--- config.mk ---
export PLATFORM = sky130hd
export DESIGN_NAME = add_serial_arb
export DESIGN_NICKNAME = d
export VERILOG_FILES = /design/src/rtl/add_serial_arb_pkg.sv /design/src/rtl/add_serial_arb_rr_pick.sv /design/src/rtl/add_serial_arb.sv
export SDC_FILE = /design/constraint.sdc
export NUM_CORES = 1
export LEC_CHECK = 0
export ABC_AREA = 1
export ABC_CLOCK_PERIOD_IN_PS = 2200
export CORE_UTILIZATION = 38
export CTS_CLUSTER_SIZE = 14
export DETAILED_ROUTE_END_ITERATION = 10
export GPL_TIMING_DRIVEN = 0
export PLACE_DENSITY = 0.77
export SKIP_LAST_GASP = 1
export SLEW_MARGIN = 40
export SYNTH_ARGS = -nofsm -noshare
export SYNTH_HDL_FRONTEND = slang
export SYNTH_HIERARCHICAL = 1
export SYNTH_SLANG_ARGS = --single-unit
--- constraint.sdc ---
create_clock -name clk -period 2.2 [get_ports clk]
set_input_delay 0.22 -clock clk [delete_from_list [all_inputs] [get_ports clk]]
set_output_delay 0.22 -clock clk [all_outputs]
set_load 0.05 [all_outputs]
--- src/rtl/add_serial_arb_pkg.sv ---
// Shared types and constants for the add_serial arbiter: FSM state encoding,
// adder width and the default adder latency.
package add_serial_pkg;
  localparam int ADD_SERIAL_W   = 8;
  localparam int ADD_SERIAL_LAT = 9;

  typedef enum logic [1:0] {
    IDLE  = 2'd0,
    ISSUE = 2'd1,
    RUN   = 2'd2,
    RESP  = 2'd3
  } state_t;
endpackage

--- src/rtl/add_serial_arb_rr_pick.sv ---
// Combinational round-robin selector: returns the first asserted request
// at or after ptr+1, searching upward with wrap.
module rr_pick #(
  parameter int N   = 4,
  parameter int IDW = 2
) (
  input  logic [N-1:0]   req,
  input  logic [IDW-1:0] ptr,
  output logic           any,
  output logic [IDW-1:0] idx
);
  logic [2*N-1:0] dbl;
  logic [N-1:0]   rot;

  always_comb begin
    any = 1'b0;
    idx = '0;
    dbl = {req, req};
    // rot[k] is the request of requester (ptr+1+k) mod N
    rot = N'(dbl >> ((int'(ptr) + 1) % N));
    for (int k = N - 1; k >= 0; k--) begin
      if (rot[k]) begin
        any = 1'b1;
        idx = IDW'((int'(ptr) + 1 + k) % N);
      end
    end
  end
endmodule

--- src/rtl/add_serial_arb.sv ---
// Round-robin arbiter/sequencer sharing one bit-serial adder among N requesters.
// Define ADD_SERIAL_ARB_STATS_EN to add the ops_done / max_wait statistics ports.
module add_serial_arb
  import add_serial_pkg::*;
#(
  parameter int N       = 4,
  parameter int IDW     = 2,
  parameter int ADD_LAT = ADD_SERIAL_LAT
) (
  input  logic                      clk,
  input  logic                      rst_n,
  input  logic [N-1:0]              req,
  input  logic [ADD_SERIAL_W*N-1:0] req_a,
  input  logic [ADD_SERIAL_W*N-1:0] req_b,
  output logic [N-1:0]              gnt,
  output logic                      rsp_valid,
  output logic [IDW-1:0]            rsp_id,
  output logic [ADD_SERIAL_W-1:0]   rsp_sum,
  output logic                      busy,
  output logic                      add_en,
  output logic [ADD_SERIAL_W-1:0]   add_a,
  output logic [ADD_SERIAL_W-1:0]   add_b,
  input  logic [ADD_SERIAL_W-1:0]   add_out
`ifdef ADD_SERIAL_ARB_STATS_EN
  ,
  output logic [15:0]               ops_done,
  output logic [7:0]                max_wait
`endif
);
  localparam int W  = ADD_SERIAL_W;
  localparam int CW = $clog2(ADD_LAT + 1);

  state_t         state_reg, state_next;
  logic [IDW-1:0] cur_id_reg, cur_id_next;
  logic [IDW-1:0] rr_ptr_reg, rr_ptr_next;
  logic [CW-1:0]  cnt_reg, cnt_next;
  logic [N-1:0]   gnt_reg, gnt_next;
  logic           add_en_reg, add_en_next;
  logic [W-1:0]   add_a_reg, add_a_next;
  logic [W-1:0]   add_b_reg, add_b_next;
  logic           rsp_valid_reg, rsp_valid_next;
  logic [IDW-1:0] rsp_id_reg, rsp_id_next;
  logic [W-1:0]   rsp_sum_reg, rsp_sum_next;
  logic           busy_reg, busy_next;

  logic           pick_any;
  logic [IDW-1:0] pick_idx;
  logic [W-1:0]   sel_a, sel_b;

  rr_pick #(.N(N), .IDW(IDW)) u_pick (
    .req (req),
    .ptr (rr_ptr_reg),
    .any (pick_any),
    .idx (pick_idx)
  );

  always_comb begin
    sel_a = '0;
    sel_b = '0;
    for (int i = 0; i < N; i++) begin
      if (IDW'(i) == pick_idx) begin
        sel_a = req_a[W*i +: W];
        sel_b = req_b[W*i +: W];
      end
    end
  end

  always_comb begin
    state_next     = state_reg;
    cur_id_next    = cur_id_reg;
    rr_ptr_next    = rr_ptr_reg;
    cnt_next       = cnt_reg;
    gnt_next       = '0;
    add_en_next    = 1'b0;
    add_a_next     = add_a_reg;
    add_b_next     = add_b_reg;
    rsp_valid_next = 1'b0;
    rsp_id_next    = rsp_id_reg;
    rsp_sum_next   = rsp_sum_reg;
    case (state_reg)
      IDLE: begin
        if (pick_any) begin
          // gnt/add_en are registered, so they are launched here to appear in ISSUE
          add_a_next  = sel_a;
          add_b_next  = sel_b;
          cur_id_next = pick_idx;
          add_en_next = 1'b1;
          for (int i = 0; i < N; i++) gnt_next[i] = (IDW'(i) == pick_idx);
          state_next  = ISSUE;
        end
      end
      ISSUE: begin
        rr_ptr_next = cur_id_reg;
        cnt_next    = CW'(1);
        state_next  = RUN;
      end
      RUN: begin
        if (cnt_reg == CW'(ADD_LAT)) begin
          rsp_sum_next   = add_out;
          rsp_id_next    = cur_id_reg;
          rsp_valid_next = 1'b1;
          state_next     = RESP;
        end else begin
          cnt_next = cnt_reg + CW'(1);
        end
      end
      RESP: state_next = IDLE;
      default: state_next = IDLE;
    endcase
    busy_next = (state_next != IDLE);
  end

  always_ff @(posedge clk or negedge rst_n) begin
    if (!rst_n) begin
      state_reg     <= IDLE;
      cur_id_reg    <= '0;
      rr_ptr_reg    <= IDW'(N - 1);
      cnt_reg       <= '0;
      gnt_reg       <= '0;
      add_en_reg    <= 1'b0;
      add_a_reg     <= '0;
      add_b_reg     <= '0;
      rsp_valid_reg <= 1'b0;
      rsp_id_reg    <= '0;
      rsp_sum_reg   <= '0;
      busy_reg      <= 1'b0;
    end else begin
      state_reg     <= state_next;
      cur_id_reg    <= cur_id_next;
      rr_ptr_reg    <= rr_ptr_next;
      cnt_reg       <= cnt_next;
      gnt_reg       <= gnt_next;
      add_en_reg    <= add_en_next;
      add_a_reg     <= add_a_next;
      add_b_reg     <= add_b_next;
      rsp_valid_reg <= rsp_valid_next;
      rsp_id_reg    <= rsp_id_next;
      rsp_sum_reg   <= rsp_sum_next;
      busy_reg      <= busy_next;
    end
  end

  assign gnt       = gnt_reg;
  assign add_en    = add_en_reg;
  assign add_a     = add_a_reg;
  assign add_b     = add_b_reg;
  assign rsp_valid = rsp_valid_reg;
  assign rsp_id    = rsp_id_reg;
  assign rsp_sum   = rsp_sum_reg;
  assign busy      = busy_reg;

`ifdef ADD_SERIAL_ARB_STATS_EN
  logic [15:0] ops_done_reg;
  logic [7:0]  max_wait_reg;
  logic [7:0]  wait_reg [N];

  // Per-requester wait counts only cycles the arbiter could actually see (IDLE)
  for (genvar gi = 0; gi < N; gi++) begin : g_wait
    always_ff @(posedge clk or negedge rst_n) begin
      if (!rst_n) begin
        wait_reg[gi] <= '0;
      end else if (gnt_reg[gi] || !req[gi]) begin
        wait_reg[gi] <= '0;
      end else if (state_reg == IDLE && wait_reg[gi] != 8'hFF) begin
        wait_reg[gi] <= wait_reg[gi] + 8'd1;
      end
    end
  end

  always_ff @(posedge clk or negedge rst_n) begin
    if (!rst_n) begin
      ops_done_reg <= '0;
      max_wait_reg <= '0;
    end else begin
      if (state_reg == RESP && ops_done_reg != 16'hFFFF)
        ops_done_reg <= ops_done_reg + 16'd1;
      if (state_reg == ISSUE && wait_reg[cur_id_reg] > max_wait_reg)
        max_wait_reg <= wait_reg[cur_id_reg];
    end
  end

  assign ops_done = ops_done_reg;
  assign max_wait = max_wait_reg;
`endif
endmodule

==> impl_summary.txt, run 1 <==
----------------------------------------------------
[Run status]
  Status ... finished with violations
  Violations in the final reports ... setup timing

[Floorplanning]
  X dimension of the die ... ~83 um
  Height of the chip ... about 83 um
  Initial Utilization ... 39.1%
  Ports ... between 100 and 150
  Full die area ... between 6000 and 7000 um2
  Core Box Area ... roughly 6300 um2
  Cell Rows ... 29

[Routing]
  First-iteration detailed-routing DRC count ... between 100 and 150
  Count of vias placed by the detailed router ... about 2800
  DR WL/cell ... 14.2 um
  Count of TritonRoute iterations in the first routing pass ... 4
  DRC violations left ... 0
  Vias per std cell ... approximately 5
  Wirelength, routed ... ~8 mm
  Antenna-violating nets left ... 0

[Timing]
  Max-slew violation count ... 0
  Count of final hold-check violations ... 0
  Highest attainable clock frequency ... 443 MHz
  Worst relative slew slack ... a little over three fifths
  Worst setup margin ... -0.0561 ns
  Setup repair after global routing missed its margin ... true
  Final hold slack ... between 0.4 and 0.5 ns
  Final TNS setup ... -0.112 ns
  Clock skew ... ~0.0040 ns
  Pin slew with the least headroom to its limit ... 0.552 ns
  Final critical-path required period ... 2.26 ns
  Final count of negative-setup-slack endpoints ... 4
  Post-route fraction of the period consumed by the critical path ... 103%

[Logic synthesis]
  Cells after Synth ... approximately 350
  Avg Synthesized Cell Area ... around 7 um2
  Synthesized Nets ... about 440
  Yosys warning total ... 6
  Distinct cell type count after synthesis ... 28
  Number of storage elements in the synthesis netlist ... between 40 and 50
  Post-synthesis instance area ... around 2500 um2
  Share of synthesized area occupied by flip-flops and latches ... between 40% and 50%

[Worst setup path]
  Startpoint-to-endpoint class of the critical path ... register to register
  Data arrival time of the critical path ... 2.45 ns
  Reg2Reg Depth ... 16
  Crit path launch ... rr_ptr_reg[0]
  Data required, critical path ... 2.40 ns
  Startpoint of the worst-slack reg-to-reg timing path ... rr_ptr_reg[0]
  Peak fanout along the critical path ... 6
  End point of the critical path ... add_a[0]
  Setup slack of the most critical reg-to-reg path ... -0.06 ns
  Element type at the critical path end ... register
  Kind of launch point of the worst setup path ... register
  Reg2reg end ... add_a[0]

[Pwr]
  Leakage power ... 1.96 nW
  Switching power of the nets ... a little over 4 mW
  Pwr dens ... around 1900 nW/um2
  Proportion of power drawn by flip-flops and latches ... 16.8%
  Relative contribution of combinational cells to total power ... ~74%
  Switching share of power ... 51.1%
  Total internal power ... 3.88 mW
  Clock power share ... 9.2%
  Worst voltage drop across the vdd grid ... 1170 uV

[Clock tree]
  Maximum level of the CTS H-tree ... 2
  Bufs on Longest Clock Path ... 2
  Number of clock sinks ... 43
  Post-CTS clock slew at the launch and capture registers of the worst setup and hold paths ... ~0.08 ns
  Cell at the root of the clock tree ... sky130_fd_sc_hd__clkbuf_8
  CTS Buf Count ... 5
  Clock tree from TritonCTS ... yes
  Clk Latency, worst-skew pair ... approximately 0.30 ns

[Placement]
  I/O Buffers ... 110
  GPL Wtd Cong ... 0.846
  Setup slack at placement ... -0.345 ns
  Post-detail-place hpwl ... approximately 5.3 mm
  Cell count after placement ... around 540

[Cells and area]
  Ratio of cells with drive above 1 in the final layout ... a little under a fifth
  Filler Cells Inserted ... between 500 and 600
  Final instance count without filler cells ... around 560
  Nets ... approximately 560
  Most frequent cells in the layout ... sky130_fd_sc_hd__nand2_1, sky130_fd_sc_hd__clkdlybuf4s50_1, sky130_fd_sc_hd__nor2_1
  Area of all sequential standard cells ... around 1100 um2
  Antenna diodes ... 0
  Area used by multi-input combinational logic ... 1430 um2
  Most common cell after layout, fill and taps aside ... sky130_fd_sc_hd__nand2_1
  Area grow syn2layout ... 70.3%

[Global routing]
  Wire length of the first global-routing pass ... around 11 mm
  Number of antenna violations at the first check in global routing ... 0
  Total GRT Usage ... 20.8%
  GRT Residual Overflow ... 0
  Via count of the first global-routing pass ... 2508
  Largest net degree at the start of global routing ... 44

[Run]
  Max_cap viols ... 0

[Worst hold path]
  Type of the tightest min-delay check ... primary input to asynchronous set/reset pin

----------------------------------------------------
## through the flow
stage | power [mW] | area (um2) | util, %
after floorplan | 4.49 | 2470 | -
after detailed placement | 5.79 | 3660 | 58.0
after global routing | 8.47 | 4210 | 66.6
after global placement | 5.69 | 3670 | 58.1
after CTS | 6.74 | 3860 | 61.1
final | 7.95 | 4210 | 66.6
## synthesized netlist by cell type (all sizes together)
master / instances / area share, %
or2: 1 / 0.25
clkbuf: 2 / 0.30
nor3: 1 / 0.20
a21boi: 1 / 0.30
buf: 10 / 3.1
clkinv: 3 / 0.46
o211ai: 1 / 0.30
o21ai: 13 / 2.6
dfrtp: 41 / 42
a21oi: 2 / 0.56
nor2: 53 / 8.5
nand2: 156 / 25
ha: 5 / 2.5
dfstp: 2 / 2.1
nand3: 40 / 8.1
xor2: 1 / 0.35
inv: 18 / 2.8
nand4: 2 / 0.51
## worst max-delay path, cell delays in order (launching register included)
cell                      delay [ns]
sky130_fd_sc_hd__dfstp_2        0.55
sky130_fd_sc_hd__buf_6          0.12
sky130_fd_sc_hd__buf_4          0.11
sky130_fd_sc_hd__nand2_1        0.10
sky130_fd_sc_hd__nand2_4        0.11
sky130_fd_sc_hd__nand2_2        0.06
sky130_fd_sc_hd__nand2_2        0.09
sky130_fd_sc_hd__nor2_2         0.06
sky130_fd_sc_hd__nor2_1         0.15
sky130_fd_sc_hd__nand2_2        0.12
sky130_fd_sc_hd__nand2_8        0.14
sky130_fd_sc_hd__nor2_4         0.05
sky130_fd_sc_hd__buf_4          0.15
sky130_fd_sc_hd__nand2_2        0.06
sky130_fd_sc_hd__nand3_1        0.09
sky130_fd_sc_hd__nor2_1         0.13
sky130_fd_sc_hd__nor2_1         0.06
## logic make-up after synthesis
logic type | after synthesis | synth area share [%]
and+or+nand+nor | 253 | 43.0
DFF | 43 | 43.7
buffers and inverters | 33 | 6.69
AOI/OAI and AO/OA | 17 | 3.80
adders and majority gates | 5 | 2.53
xor gates and xnor gates | 1 | 0.355
## area by class of cell
cell class | count | area share (%)
Clock buffer | 6 | 1.73
Tap cell | 77 | 2.29
Multi-Input combinational cell | 276 | 34.0
Buffer | 12 | 3.06
Inverter | 21 | 2.23
Clock inverter | 2 | 1.43
Sequential cell | 43 | 25.6
Timing Repair Buffer | 122 | 29.6
## worst min path at each step
| stage | from | end |
|---|---|---|
| finish | rst_n | cnt_reg[2] |
| global route | add_out[3] | rsp_sum[3] |
| CTS | rst_n | busy |
| detailed placement | rst_n | busy |
| global placement | rsp_sum[5] | rsp_sum[5] |
| floorplan | rst_n | add_a[0] |
## layer usage
layer / share of wire [%] / GRT usage (%)
met5: 0 / 0
met4: 2.5 / 9.31
met3: 7.6 / 6.70
met2: 50 / 35.9
met1: 40 / 23.5
## power by group through the flow
stage	Combinational [mW]	Clock, mW	Sequential, mW
floorplan	2.31	0	2.18
global placement	4.35	0	1.34
detailed placement	4.44	0	1.35
CTS	4.66	0.746	1.34
global route	6.32	0.778	1.37
finish	5.88	0.729	1.33
## timing repair
action / in CTS / in global routing
gates cloned: 0 / 2
buffers inserted: 1 / 8
gates resized for setup: 15 / 69
hold buffers: 1 / 0
hold endpoints to repair: 41 / 0
pin swaps: 2 / 22
endpoints found under the setup margin: 16 / 23
Note: power is estimated with default switching activity, not from simulation.
==> run 2: changes to the inputs <==
- PLACE_DENSITY: 0.77 -> 0.89
==> run 2 against run 1 <==
Effect of this change: the run still ends with setup timing left; final area shrank 2.0%; die area is the same; combinational power shrank 3%; sequential power is essentially flat; critical path depth is the same; clock power shrank 13%; power shrank 3.2%; flip-flop and latch count is the same; clock-buffer cell count shrank 1; first-iteration DRC count shrank 20%; maximum frequency grew 1.1%; sequential share of layout area grew 0.52 points.
==> impl_summary.txt, run 2 (synthesis results as in run 1) <==
----------------------------------------------------
[Floorplanning]
  Ports ... 111 (unchanged)
  X dimension of the die ... 82.6 um (unchanged)
  Initial Utilization ... 39.1% (unchanged)
  Height of the chip ... 82.6 um (unchanged)
  Core Box Area ... 6310 um2 (unchanged)
  Cell Rows ... 29 (unchanged)
  Full die area ... 6830 um2 (unchanged)

[Global routing]
  Wire length of the first global-routing pass ... 10.8 mm (+0.71%)
  Largest net degree at the start of global routing ... 44 (unchanged)
  GRT Residual Overflow ... 0 (unchanged)
  Total GRT Usage ... 21.2% (+0.33 points)
  Number of antenna violations at the first check in global routing ... 0 (unchanged)
  Via count of the first global-routing pass ... 2565 (+2.3%)

[Timing]
  Final hold slack ... 0.442 ns (-0.00379 ns)
  Worst relative slew slack ... 63.6% (+0.41 points)
  Post-route fraction of the period consumed by the critical path ... 101% (-1.1 points)
  Count of final hold-check violations ... 0 (unchanged)
  Setup repair after global routing missed its margin ... true
  Max-slew violation count ... 0 (unchanged)
  Highest attainable clock frequency ... 448 MHz (+1.1%)
  Worst setup margin ... -0.0310 ns (+0.0251 ns)
  Final TNS setup ... -0.0415 ns (+0.0705 ns)
  Final critical-path required period ... 2.23 ns (-0.0251 ns)
  Clock skew ... 0.00661 ns (+0.00264 ns)
  Pin slew with the least headroom to its limit ... 0.544 ns (-0.00784 ns)
  Final count of negative-setup-slack endpoints ... 3 (-1)

[Worst setup path]
  Startpoint-to-endpoint class of the critical path ... register to register
  Cell class contributing the biggest share of worst-path delay ... simple AND/OR/NAND/NOR gates
  Data arrival time of the critical path ... 2.44 ns (about the same)
  Kind of launch point of the worst setup path ... register
  Setup slack of the most critical reg-to-reg path ... -0.03 ns (+0.03 ns)
  Data required, critical path ... 2.41 ns (about the same)
  Bufs and invs on worst path ... 4 (+1)
  Peak fanout along the critical path ... 10 (+4)
  Slowest stage cell on the critical path ... sky130_fd_sc_hd__dfstp_2
  Maximum single-stage delay on the critical path ... 0.55 ns (about the same)
  Cell Chain, Critical Path ... buf_6 -> inv_6 -> buf_12 -> nand2_4 -> nand2_4 -> nand2_1 -> nand2_2 -> a21oi_2 -> nand2_1 -> nand2_4 -> nor2_4 -> buf_6 -> nand2_1 -> nand3_2 -> nor2_1 -> nor2_1
  Element type at the critical path end ... register

[Clock tree]
  Clk Latency, worst-skew pair ... 0.31 ns (about the same)
  Cell at the root of the clock tree ... sky130_fd_sc_hd__clkbuf_8
  Number of clock sinks ... 43 (unchanged)
  Post-CTS clock slew at the launch and capture registers of the worst setup and hold paths ... 0.09 ns (about the same)
  Clock tree from TritonCTS ... yes
  Bufs on Longest Clock Path ... 2 (unchanged)
  CTS Buf Count ... 5 (unchanged)
  Maximum level of the CTS H-tree ... 2 (unchanged)

[Pwr]
  Clock power share ... 8.2% (-1.0 points)
  PnR Total Power ... 7.70 mW (-3.2%)
  Worst voltage drop across the vdd grid ... 1160 uV (-0.79%)
  Switching share of power ... 51.7% (+0.61 points)
  Switching power of the nets ... 3.98 mW (-2.0%)
  Leakage power ... 1.95 nW (-0.98%)
  Total internal power ... 3.72 mW (-4.4%)
  Pwr dens ... 1870 nW/um2 (-1.2%)
  Proportion of power drawn by flip-flops and latches ... 17.4% (+0.6 points)
  Relative contribution of combinational cells to total power ... 74.4% (+0.4 points)

[Placement]
  Setup slack at placement ... -0.386 ns (-0.0409 ns)
  Post-detail-place hpwl ... 5.30 mm (about the same)
  I/O Buffers ... 110 (unchanged)
  GPL Wtd Cong ... 0.880 (+4.0%)

[Cells and area]
  Nets ... 564 (unchanged)
  Antenna diodes ... 0 (unchanged)
  Most common cell after layout, fill and taps aside ... sky130_fd_sc_hd__nand2_1
  Most frequent cells in the layout ... sky130_fd_sc_hd__nand2_1, sky130_fd_sc_hd__clkdlybuf4s50_1, sky130_fd_sc_hd__nor2_1
  Area grow syn2layout ... 66.9%
  Ratio of cells with drive above 1 in the final layout ... 17.4% (-0.62 points)
  Final Util ... 65.3% (-1.3 points)

[Routing]
  Vias per std cell ... 4.95 (-1.5%)
  Count of TritonRoute iterations in the first routing pass ... 4 (unchanged)
  DR WL/cell ... 14.1 um (-0.33%)
  Count of vias placed by the detailed router ... 2766 (-1.5%)
  DRC violations left ... 0 (unchanged)
  Antenna-violating nets left ... 0 (unchanged)
  First-iteration detailed-routing DRC count ... 98 (-20%)
  Wirelength, routed ... 7.91 mm (-0.33%)

[Run status]
  Status ... finished with violations
  Violations in the final reports ... setup timing

[Run]
  Max_cap viols ... 0 (unchanged)

[Worst hold path]
  Type of the tightest min-delay check ... primary input to asynchronous set/reset pin

----------------------------------------------------
[run 2: cell types whose count changed in the layout (fill, tap and decap cells not counted), sizes merged]
cell,change
buf,-2
bufinv,-1
clkbuf,+1
clkinv,+1
inv,+1
[run 2: cell type report]
cell class,instances,area (um2)
inverters,21,91.3
fillers,528,2190
clock buffers,5,68.8
clock inverters,3,43.8
multi-input cells,276,1350
repair buffers,122,1260
plain buffers,12,133
flip-flops and latches,43,1080
well taps,77,96.3
[run 2: routing by layer]
layer  share of wire (%)  track usage, %  vias to the layer above
met2                  53            38.8                      102
li1                    -               -                     1353
met5                   0               0                        -
met3                 7.8            8.02                       17
met1                  37            22.7                     1294
met4                 1.9            5.34                        0
[run 2: worst register-to-register path: stages (launching register included)]
cell	delay, ns
sky130_fd_sc_hd__dfstp_2	0.55
sky130_fd_sc_hd__buf_6	0.13
sky130_fd_sc_hd__inv_6	0.04
sky130_fd_sc_hd__buf_12	0.12
sky130_fd_sc_hd__nand2_4	0.06
sky130_fd_sc_hd__nand2_4	0.08
sky130_fd_sc_hd__nand2_1	0.08
sky130_fd_sc_hd__nand2_2	0.09
sky130_fd_sc_hd__a21oi_2	0.14
sky130_fd_sc_hd__nand2_1	0.11
sky130_fd_sc_hd__nand2_4	0.16
sky130_fd_sc_hd__nor2_4	0.06
sky130_fd_sc_hd__buf_6	0.14
sky130_fd_sc_hd__nand2_1	0.12
sky130_fd_sc_hd__nand3_2	0.09
sky130_fd_sc_hd__nor2_1	0.12
sky130_fd_sc_hd__nor2_1	0.04
[run 2: power groups by stage]
stage	Sequential (mW)	Combinational, mW	Clock (mW)
floorplan	2.18	2.31	0
global placement	1.33	4.30	0
detailed placement	1.35	4.45	0
CTS	1.34	4.71	0.633
global route	1.38	6.18	0.667
finish	1.34	5.72	0.632
[run 2: stage by stage]
step                      instance area [um2]  cells
after floorplan                          2470    352
after global placement                   3670    539
after detailed placement                 3660    539
after CTS                                3840    550
after global routing                     4120    559
final                                    4120    559
[run 2: what timing repair did]
action | CTS | global route
pin swaps | 2 | 21
hold buffers | 1 | 0
setup buffers | 2 | 6
gates resized for setup | 14 | 51
hold endpoints to repair | 41 | 0
setup endpoints to repair | 16 | 24
cloned | 0 | 3
[run 2: final timing paths]
kind | startpoint | end | cells past startpoint
worst min register to register | rsp_sum[6] | rsp_sum[6] | 2
min in group clk | add_out[6] | rsp_sum[6] | 3
max in group asynchronous | rst_n | rr_ptr_reg[0] | 2
worst max-delay path | rr_ptr_reg[0] | add_a[6] | 16
worst max register to register | rr_ptr_reg[0] | add_a[6] | 16
worst min-delay path | rst_n | cnt_reg[2] | 2
==> run 3: changes to the inputs <==
- ABC_CLOCK_PERIOD_IN_PS: 2200 -> 2800
- CORE_MARGIN: default -> 2
- CORE_UTILIZATION: 38 -> 45
- PLACE_DENSITY: 0.89 -> 0.95
- clock period: 2.2 -> 2.8 ns (I/O delays scaled with it)
==> run 3 against run 2 <==
Effect of this change: the flow now finishes without violations; final area decreased by 8.5%; critical path type unchanged; highest routed layer unchanged; non-clock buffer count decreased by 11; flip-flop and latch count unchanged; via count decreased by 2.1%.
==> impl_summary.txt, run 3 (synthesis results as in run 1) <==
----------------------------------------------------
[Run status]
  Status ... finished, final reports clean

[Pwr]
  Worst voltage drop across the vdd grid ... 882 uV (-24%)
  Leakage power ... 1.77 nW (-8.8%)
  Pwr dens ... 1340 nW/um2 (-28%)

[Timing]
  Final count of negative-setup-slack endpoints ... 0 (-3)
  Count of final hold-check violations ... 0 (unchanged)
  Max-slew violation count ... 0 (unchanged)
  Worst relative slew slack ... 64.4% (+0.83 points)
  Clock skew ... 0.00543 ns (-0.00118 ns)
  Final TNS setup ... 0 ns (+0.0415 ns)
  Post-route fraction of the period consumed by the critical path ... 88.0% (-13 points)
  Pin slew with the least headroom to its limit ... 0.532 ns (-0.0125 ns)
  Setup repair after global routing missed its margin ... false
  Final critical-path required period ... 2.47 ns (+0.234 ns)
  Highest attainable clock frequency ... 406 MHz (-9.5%)

[Routing]
  DRC violations left ... 0 (unchanged)
  Count of TritonRoute iterations in the first routing pass ... 5 (+1)
  Wirelength, routed ... 7.34 mm (-7.2%)
  DR WL/cell ... 13.5 um (-4.3%)
  Vias per std cell ... 5.00 (+1.0%)
  Count of vias placed by the detailed router ... 2709 (-2.1%)
  Antenna-violating nets left ... 0 (unchanged)
  First-iteration detailed-routing DRC count ... 151 (+54%)

[Global routing]
  Via count of the first global-routing pass ... 2593 (+1.1%)
  Number of antenna violations at the first check in global routing ... 0 (unchanged)
  GRT Residual Overflow ... 0 (unchanged)
  Largest net degree at the start of global routing ... 44 (unchanged)
  Total GRT Usage ... 24.6% (+3.4 points)
  Wire length of the first global-routing pass ... 11.8 mm (+9.1%)

[Floorplanning]
  Initial Utilization ... 47.5% (+8.3 points)
  Core Box Area ... 5200 um2 (-18%)
  Cell Rows ... 26 (-10%)
  Ports ... 111 (unchanged)
  Height of the chip ... 78.1 um (-5.5%)
  Full die area ... 6100 um2 (-11%)
  X dimension of the die ... 78.1 um (-5.5%)

[Clock tree]
  Bufs on Longest Clock Path ... 2 (unchanged)
  Maximum level of the CTS H-tree ... 2 (unchanged)
  Number of clock sinks ... 43 (unchanged)
  Cell at the root of the clock tree ... sky130_fd_sc_hd__clkbuf_8
  Clk Latency, worst-skew pair ... 0.30 ns (about the same)
  Post-CTS clock slew at the launch and capture registers of the worst setup and hold paths ... 0.08 ns (about the same)
  Post-CTS setup buffers ... 0 (-2)
  Clock tree from TritonCTS ... yes
  CTS Buf Count ... 5 (unchanged)

[Worst setup path]
  Worst path most repeated cell ... sky130_fd_sc_hd__nand2_1
  Reg2reg end ... add_b[6]
  Data arrival time of the critical path ... 2.70 ns (+0.26 ns)
  Data required, critical path ... 3.03 ns (+0.62 ns)
  Kind of launch point of the worst setup path ... register
  Element type at the critical path end ... register
  Peak fanout along the critical path ... 10 (unchanged)
  Slowest stage cell on the critical path ... sky130_fd_sc_hd__dfstp_2
  Setup slack of the most critical reg-to-reg path ... 0.33 ns (+0.37 ns)
  Startpoint of the worst-slack reg-to-reg timing path ... rr_ptr_reg[0]
  Cell Chain, Critical Path ... buf_6 -> inv_4 -> buf_12 -> nand2_2 -> nand2_1 -> nand2_1 -> nand2_2 -> nor2_2 -> nor2_1 -> nand2_1 -> nand2_1 -> buf_2 -> nor2_1 -> nand2_1 -> nand3_1 -> nand2_1 -> nand2_1
  Startpoint-to-endpoint class of the critical path ... register to register
  Maximum single-stage delay on the critical path ... 0.54 ns (about the same)
  Reg2Reg Depth ... 17 (+1)

[Cells and area]
  Antenna diodes ... 0 (unchanged)
  Most common cell after layout, fill and taps aside ... sky130_fd_sc_hd__nand2_1
  Nets ... 554 (-1.8%)
  Ratio of cells with drive above 1 in the final layout ... 9.11% (-8.3 points)
  Area grow syn2layout ... 52.7%
  Post-route cell area ... 3770 um2 (-8.5%)
  Most frequent cells in the layout ... sky130_fd_sc_hd__nand2_1, sky130_fd_sc_hd__clkdlybuf4s50_1, sky130_fd_sc_hd__nor2_1

[Run]
  Max_cap viols ... 0 (unchanged)

[Placement]
  GPL Wtd Cong ... 0.921 (+4.7%)
  Post-Place Cell Area ... 3660 um2 (-0.24%)
  Post-detail-place hpwl ... 5.49 mm (+3.6%)
  I/O Buffers ... 110 (unchanged)

[Worst hold path]
  Type of the tightest min-delay check ... register to register
  Worst Hold Path EP ... rsp_sum[5]
  Cell count of the worst hold path ... 2
  Worst hold path startpoint ... rsp_sum[5]

----------------------------------------------------
## run 3: metrics by stage
stage | worst slack [ns] | power (mW) | instances | utilization [%] | hold slack [ns]
after floorplan | 0.684 | 3.53 | 352 | - | -0.0156
after global placement | 0.322 | 4.43 | 532 | 70.3 | 0.461
after detailed placement | 0.243 | 4.57 | 532 | 70.2 | 0.294
after CTS | 0.178 | 5.00 | 541 | 72.2 | 0.489
after global routing | 0.111 | 5.47 | 542 | 72.5 | 0.512
final | 0.335 | 5.06 | 542 | 72.5 | 0.486
## run 3: where the power goes
group	leakage [nW]	internal (mW)	switching (mW)
Combinational	1.22	1.19	2.39
Sequential	0.518	0.897	0.169
Clock	0.0408	0.178	0.226
## run 3: worst max-delay path: cells and delay by family, from the launching register on
family | cells | cell delay [ns]
simple gates | 13 | 1.29
flops | 1 | 0.54
buf+inv | 4 | 0.54
## run 3: how the worst max path moves through the flow
stage,slack [ns],startpoint,to
2_1_floorplan,0.68,rr_ptr_reg[0],add_a[1]
3_3_place_gp,0.32,rr_ptr_reg[0],add_a[7]
3_5_place_dp,0.24,rr_ptr_reg[0],add_a[7]
4_1_cts,0.18,rr_ptr_reg[0],add_b[5]
5_1_grt,0.11,rr_ptr_reg[0],add_a[1]
6_report,0.33,rr_ptr_reg[0],add_b[6]
## run 3: layout make-up
class / count / area, um2
Clock inverter: 3 / 23.8
Inverter: 21 / 85.1
Tap cell: 70 / 87.6
Buffer: 12 / 83.8
Timing Repair Buffer: 111 / 1110
Timing Repair inverter: 1 / 7.51
Multi-Input combinational cell: 276 / 1230
Sequential cell: 43 / 1080
Clock buffer: 5 / 68.8
Fill cell: 421 / 1430
## run 3: layer usage
layer  routed length, um  GRT usage [%]
met1                2890           28.6
met2                3930           44.9
met3                 433           5.75
met4                  87           7.37
met5                   0              0
## run 3: what timing repair did
| action | CTS | global route |
|---|---|---|
| hold buffers | 1 | 0 |
| resized for setup | 0 | 3 |
| endpoints found under the hold margin | 41 | 0 |
| setup endpoints to repair | 0 | 8 |
